$ cat src/rtl/uart_tx_scheduler_if.sv
// ============================================================================
// uart_tx_scheduler_if : requester byte streams and serializer byte handshake
// Rev 1.0 - initial release
// ============================================================================
`default_nettype none

interface uart_tx_scheduler_if #(
  parameter int NUM_REQ = 2
);
  logic [NUM_REQ-1:0]   req_valid;
  logic [8*NUM_REQ-1:0] req_data;
  logic [NUM_REQ-1:0]   req_last;
  logic [NUM_REQ-1:0]   req_ready;
  logic [7:0]           tx_data;
  logic                 tx_valid;
  logic                 tx_ready;

  // master: report generators plus serializer; slave: the scheduler
  modport master (
    output req_valid, req_data, req_last, tx_ready,
    input  req_ready, tx_data, tx_valid
  );

  modport slave (
    input  req_valid, req_data, req_last, tx_ready,
    output req_ready, tx_data, tx_valid
  );
endinterface

`default_nettype wire

$ cat src/rtl/uart_tx_scheduler.sv
// ============================================================================
// uart_tx_scheduler : round-robin message arbiter in front of a UART byte TX.
// Optional stall timeout: define UART_SCHED_TIMEOUT_EN.   Rev 1.0 - initial
// ============================================================================
`default_nettype none

module uart_tx_scheduler #(
  parameter int NUM_REQ    = 2,
  parameter int GAP_CYCLES = 13,
  parameter int TIMEOUT    = 1024
) (
  input  logic               clk,
  input  logic               rst,
  uart_tx_scheduler_if.slave bus,
  output logic [NUM_REQ-1:0] grant,
  output logic               busy,
  output logic               abort
);

  localparam int PW = (NUM_REQ > 1) ? $clog2(NUM_REQ) : 1;
  localparam int GW = (GAP_CYCLES > 1) ? $clog2(GAP_CYCLES) : 1;
  localparam logic [PW-1:0] C_PTR_RST  = PW'(NUM_REQ - 1);
  localparam logic [GW-1:0] C_GAP_LOAD = GW'((GAP_CYCLES > 0) ? GAP_CYCLES - 1 : 0);

  typedef enum logic [1:0] {
    ST_IDLE = 2'd0,
    ST_XFER = 2'd1,
    ST_GAP  = 2'd2
  } state_t;

  state_t             state_q, state_d;
  logic [NUM_REQ-1:0] grant_q, grant_d;
  logic [PW-1:0]      ptr_q, ptr_d;
  logic [PW-1:0]      owner_q, owner_d;
  logic [GW-1:0]      gap_q, gap_d;

  logic               w_pick_found;
  logic [PW-1:0]      w_pick_idx;
  logic               w_owner_valid;
  logic               w_owner_last;
  logic [7:0]         w_owner_data;
  logic               w_tx_valid;
  logic [7:0]         w_tx_data;
  logic [NUM_REQ-1:0] w_req_ready;
  logic               w_msg_done;
  logic               w_timeout_hit;

  assign w_owner_valid = bus.req_valid[owner_q];
  assign w_owner_last  = bus.req_last[owner_q];
  assign w_owner_data  = bus.req_data[{owner_q, 3'b000} +: 8];

  // Rotating search starting one past the last finished owner.
  always_comb begin : p_arb
    int idx;
    idx          = 0;
    w_pick_found = 1'b0;
    w_pick_idx   = ptr_q;
    for (int k = 1; k <= NUM_REQ; k++) begin
      idx = int'(ptr_q) + k;
      if (idx >= NUM_REQ) idx = idx - NUM_REQ;
      if (!w_pick_found && bus.req_valid[idx]) begin
        w_pick_found = 1'b1;
        w_pick_idx   = PW'(idx);
      end
    end
  end

  // Pass-through is also blanked while rst is high so an abandoned
  // message cannot hand one more byte to the serializer.
  always_comb begin : p_datapath
    w_tx_valid  = 1'b0;
    w_tx_data   = 8'h00;
    w_req_ready = '0;
    if (state_q == ST_XFER && !rst) begin
      w_tx_valid  = w_owner_valid;
      w_tx_data   = w_owner_data;
      w_req_ready = grant_q & {NUM_REQ{bus.tx_ready}};
    end
    w_msg_done = w_tx_valid && bus.tx_ready && w_owner_last;
  end

  always_comb begin : p_next
    state_d = state_q;
    grant_d = grant_q;
    ptr_d   = ptr_q;
    owner_d = owner_q;
    gap_d   = gap_q;
    case (state_q)
      ST_IDLE: begin
        if (w_pick_found) begin
          grant_d             = '0;
          grant_d[w_pick_idx] = 1'b1;
          owner_d             = w_pick_idx;
          state_d             = ST_XFER;
        end
      end
      ST_XFER: begin
        if (w_msg_done || w_timeout_hit) begin
          ptr_d   = owner_q;
          grant_d = '0;
          if (GAP_CYCLES == 0) begin
            state_d = ST_IDLE;
          end else begin
            state_d = ST_GAP;
            gap_d   = C_GAP_LOAD;
          end
        end
      end
      ST_GAP: begin
        if (gap_q == '0) state_d = ST_IDLE;
        else             gap_d   = gap_q - 1'b1;
      end
      default: state_d = ST_IDLE;
    endcase
  end

  always_ff @(posedge clk) begin
    if (rst) begin
      state_q <= ST_IDLE;
      grant_q <= '0;
      ptr_q   <= C_PTR_RST;
      owner_q <= '0;
      gap_q   <= '0;
    end else begin
      state_q <= state_d;
      grant_q <= grant_d;
      ptr_q   <= ptr_d;
      owner_q <= owner_d;
      gap_q   <= gap_d;
    end
  end

`ifdef UART_SCHED_TIMEOUT_EN
  localparam int TW = $clog2(TIMEOUT + 1);

  logic [TW-1:0] stall_q, stall_d;

  // Only cycles where the owner has nothing to offer count as a stall.
  always_comb begin : p_stall
    stall_d       = '0;
    w_timeout_hit = 1'b0;
    if (state_q == ST_XFER && !w_owner_valid && !rst) begin
      if (stall_q == TW'(TIMEOUT - 1)) w_timeout_hit = 1'b1;
      else                             stall_d       = stall_q + 1'b1;
    end
  end

  always_ff @(posedge clk) begin
    if (rst) stall_q <= '0;
    else     stall_q <= stall_d;
  end

  assign abort = w_timeout_hit;
`else
  assign w_timeout_hit = 1'b0;
  assign abort         = 1'b0;
`endif

  assign bus.tx_valid  = w_tx_valid;
  assign bus.tx_data   = w_tx_data;
  assign bus.req_ready = w_req_ready;
  assign grant         = grant_q;
  assign busy          = (state_q != ST_IDLE);

endmodule

`default_nettype wire

$ cat src/flat_wrapper.sv
// flat-port wrapper written by rule: the top's interface ports become plain ports
module uart_tx_scheduler_flat 
#(
  parameter int NUM_REQ    = 2,
  parameter int GAP_CYCLES = 13,
  parameter int TIMEOUT    = 1024
)
  (clk, rst, grant, busy, abort, bus_req_valid, bus_req_data, bus_req_last, bus_tx_ready, bus_req_ready, bus_tx_data, bus_tx_valid);
  uart_tx_scheduler_if #(.NUM_REQ(NUM_REQ)) bus_i ();
  input  logic clk;
  input  logic rst;
  output logic [NUM_REQ-1:0] grant;
  output logic busy;
  output logic abort;
  input wire logic [$bits(bus_i.req_valid)-1:0] bus_req_valid;
  input wire logic [$bits(bus_i.req_data)-1:0] bus_req_data;
  input wire logic [$bits(bus_i.req_last)-1:0] bus_req_last;
  input wire logic [$bits(bus_i.tx_ready)-1:0] bus_tx_ready;
  output wire logic [$bits(bus_i.req_ready)-1:0] bus_req_ready;
  output wire logic [$bits(bus_i.tx_data)-1:0] bus_tx_data;
  output wire logic [$bits(bus_i.tx_valid)-1:0] bus_tx_valid;
  assign bus_i.req_valid = bus_req_valid;
  assign bus_i.req_data = bus_req_data;
  assign bus_i.req_last = bus_req_last;
  assign bus_i.tx_ready = bus_tx_ready;
  assign bus_req_ready = bus_i.req_ready;
  assign bus_tx_data = bus_i.tx_data;
  assign bus_tx_valid = bus_i.tx_valid;
  uart_tx_scheduler #(.NUM_REQ(NUM_REQ), .GAP_CYCLES(GAP_CYCLES), .TIMEOUT(TIMEOUT)) u_core (.clk(clk), .rst(rst), .bus(bus_i), .grant(grant), .busy(busy), .abort(abort));
endmodule
$ cat config.mk
export PLATFORM = sky130hd
export DESIGN_NAME = uart_tx_scheduler_flat
export DESIGN_NICKNAME = d
export VERILOG_FILES = /design/src/rtl/uart_tx_scheduler_if.sv /design/src/rtl/uart_tx_scheduler.sv /design/src/flat_wrapper.sv
export SDC_FILE = /design/constraint.sdc
export NUM_CORES = 1
export LEC_CHECK = 0
export ABC_AREA = 1
export BUFFER_PORTS_ARGS = -buffer_cell sky130_fd_sc_hd__buf_4
export CAP_MARGIN = 20
export CORE_ASPECT_RATIO = 0.7
export CORE_MARGIN = 1.5
export CORE_UTILIZATION = 23
export CTS_CLUSTER_DIAMETER = 60
export DETAILED_ROUTE_END_ITERATION = 8
export PLACE_DENSITY = 0.52
export SLEW_MARGIN = 20
export SYNTH_ARGS = -nofsm -noshare
export SYNTH_HDL_FRONTEND = slang
export SYNTH_SLANG_ARGS = --single-unit
$ cat constraint.sdc
create_clock -name clk -period 2.9 [get_ports clk]
set_clock_uncertainty 0.05 [all_clocks]
set_input_delay 0.145 -clock clk [delete_from_list [all_inputs] [get_ports clk]]
set_output_delay 0.145 -clock clk [all_outputs]
set_load 0.05 [all_outputs]
==> run summary <==
OUTCOME
-----------------------------------------------------------------------------------------------
Outcome                                                                            complete, no violations

ROUTE
-----------------------------------------------------------------------------------------------
Via total after detailed routing                                                            846
DR pass1 iterations                                                                           4
Total routed wirelength                                                                 1.95 mm
Wirelength per Cell                                                                9.67 microns
Number of design-rule violations left by the first detailed-router iteration                 45
Final ANT Viol Nets                                                                           0
Via density per instance                                                                   4.19
DRC viols                                                                                     0

SETUP PATH
-----------------------------------------------------------------------------------------------
Start point of the critical path                                                   u_core.owner_q
Kind of start point of the critical path                                                   flop
Crit path cell chain                                                               inv_2, nand2_1, nand2_1, nand2_4, inv_2, buf_4
Top Family by Delay on Critical Path                                                 flip-flops
Cell count along the critical path                                                            6
Critical Path Sink Type                                                              output pin
Worst Reg2Reg Path Length in Cells                                                            9
Reg-to-Reg End                                                                     u_core.grant[1]
CP Class                                                                           flop to output pin
Worst path required time                                                                2.71 ns
Buffers & Inverters on Critical Path                                                          3
Crit path max fanout                                                                         12
Flop-to-flop setup slack                                                                1.35 ns
Arrival time at the worst endpoint                                                      1.54 ns
FF-to-FF Start                                                                     u_core.owner_q
Cell type of the slowest stage on the worst timing path                                 dfxtp_1
Max incr delay on CP                                                                    0.58 ns

SYNTH
-----------------------------------------------------------------------------------------------
Sequential element share of the synthesized area                                          25.9%
Cell area after synthesis                                                             772 sq um
Synth Instances                                                                             128
FF+latch count, synth                                                                        10
Async SR Flop Fraction                                                                       0%
YS warnings                                                                                   0
Commonest register cell after synthesis                                                 dfxtp_1
Post-synthesis cell type count                                                               22
Most area-hungry cell type in the Yosys netlist                                         dfxtp_1
Count of flip-flops with a built-in enable after synthesis                                    0
Area share of the largest cell type after synthesis                                       25.9%
Total nets after synthesis                                                                  152
Post-synthesis area per instance                                                     6.03 sq um
Leading cell type by number of instances after synthesis                                nand2_1
Synth cell count leaders                                                           34 x nand2_1, 16 x inv_1, 14 x nor2_1
Main area contributors after synthesis                                             dfxtp_1 26%, nand2_1 17%, a21oi_1 7.8%, inv_1 7.8%, nor2_1 6.8%

PLACE
-----------------------------------------------------------------------------------------------
# placed instances                                                                          199
Instance area at placement                                                         0.00106 sq mm
Port buffer count                                                                            36
Placer congestion estimate                                                                0.787
Final HPWL DP                                                                           1.61 mm

CLOCK NETWORK
-----------------------------------------------------------------------------------------------
Post-CTS setup buffer count                                                                   0
Root Driver                                                                            clkbuf_8
Clock input transition at the sequential cells of the worst setup and hold paths        0.04 ns
Number of levels the H-tree was split into                                                    1
Sinks on Clock Net                                                                           10
Hold-fix buffers at CTS                                                                       0
Quantity of gates resized following cts                                                       0
Number of buffers on the longest clock path                                                   2
Clock latency of the later-clocked register in the worst-skew pair                      0.23 ns
TritonCTS buffer count                                                                        3
CTS tree                                                                                  built

GLOBAL ROUTE
-----------------------------------------------------------------------------------------------
Maximum number of pins on one net before global-route repair                                 13
Global-route wire length before repair                                                  3.28 mm
Initial antenna violation count                                                               0
GR Util All Layers                                                                        11.4%
Total gr overflow                                                                             0
Vias in the first global route                                                              763

DIE
-----------------------------------------------------------------------------------------------
Starting density of the core                                                              24.4%
Die area                                                                           0.00372 sq mm
Die Ht                                                                             51.5 microns
Count of boundary I/O pins                                                                   38
Site row count                                                                               17
Overall die width                                                                  72.2 microns
Core area                                                                          0.00317 sq mm

FINISH
-----------------------------------------------------------------------------------------------
Final antenna diode count                                                                     0
Final instance area                                                                0.00110 sq mm
End-of-flow core utilization                                                              34.9%
Multi-input combinational cell area                                                   455 sq um
Filler cell count                                                                           331
Area growth from synthesis to layout                                                      43.1%
Number of nets in the finished design                                                       190
Count of placed standard cells in the final layout, fillers left out                        202
Layout cell share with drive strength beyond 1                                            36.0%
Seq. cell area                                                                        200 sq um

TIMING
-----------------------------------------------------------------------------------------------
Setup-failing EPs final                                                                       0
Shortest period the worst path allows                                                   1.73 ns
Number of pins with negative max-slew slack in the final report                               0
Final number of hold-violating endpoints                                                      0
Max Freq                                                                                578 MHz
Total Neg Setup Slack                                                                      0 ns
Setup repair after global routing missed its margin                                       false
Final worst path period share                                                             59.7%

POWER AND IR DROP
-----------------------------------------------------------------------------------------------
Worst supply voltage drop on vdd                                                       0.144 mV
Cell Pwr Density                                                                    416 mW/mm^2
PnR Total Power                                                                        0.459 mW
Static power due to leakage                                                            0.609 nW

WORST HOLD PATH
-----------------------------------------------------------------------------------------------
Start point of the worst min-delay path                                                     rst
Cells on Worst Hold Path                                                                      2
Type of the tightest min-delay check                                               primary input to flop
Hold EP                                                                            u_core.state_q[0]

RUN
-----------------------------------------------------------------------------------------------
Number of max-cap violations                                                                  0

==> worst register-to-register path: cells and delay by family, from the launching register on <==
kind	cells	cell delay [ns]
and+or+nand+nor	7	0.58
buffers and inverters	2	0.25
DFF	1	0.58
==> area by class of cell <==
| cell class | instances | area share, % |
|---|---|---|
| Multi-Input combinational cell | 91 | 41.2 |
| Tap cell | 38 | 4.30 |
| Timing Repair Buffer | 36 | 24.5 |
| Clock buffer | 3 | 3.74 |
| Inverter | 24 | 8.15 |
| Sequential cell | 10 | 18.1 |
==> worst max-delay path by stage <==
stage / end
after floorplan: bus_req_ready[0]
after global placement: u_core.grant[1]
after detailed placement: u_core.gap_q[0]
after CTS: bus_tx_valid
after global routing: bus_req_ready[1]
final: bus_tx_valid
==> per-layer routing <==
layer	track usage, %	vias to the layer above	share of wire, %
li1	-	462	-
met1	15.9	368	52
met2	17.3	14	44
met3	2.56	2	3.2
met4	3.77	0	0.82
met5	0	-	0
==> power breakdown <==
part,internal [mW],switching (mW)
combinational,0.0587,0.105
sequential,0.146,0.00943
clock,0.0905,0.0491
total,0.295,0.164
==> logic make-up (layout without fill, tap and decap cells) <==
family | after synthesis | after routing | share of synthesized area, %
AND/OR/NAND/NOR | 70 | 70 | 43.1
buffers and inverters | 27 | 63 | 15.1
AO/OA/AOI/OAI | 19 | 19 | 13.8
flip-flops | 10 | 10 | 25.9
adder cells (fa/ha/maj) | 1 | 1 | 1.62
other | 1 | 1 | 0.486
==> placed cells by master (no fill, tap or decap), drive strengths merged <==
master and count:
a21oi 12, buf 36, clkbuf 3, conb 1
dfxtp 10, ha 1, inv 24, nand2 38
nand3 8, nand4 1, nor2 20, nor3 2
o21ai 7, or2 1
==> through the flow <==
step	setup slack [ns]	hold WS [ns]
floorplan	0.872	0.164
global placement	1.37	0.332
detailed placement	1.34	0.332
CTS	1.14	0.0890
global route	1.02	0.0928
finish	1.17	0.0904
==> registers in the layout (all words and copies together) (netlist names) <==
signal,cells
u_core.gap_q,4
u_core.grant,2
u_core.owner_q,1
u_core.ptr_q,1
u_core.state_q,2
(Power assumes the default switching activity.)
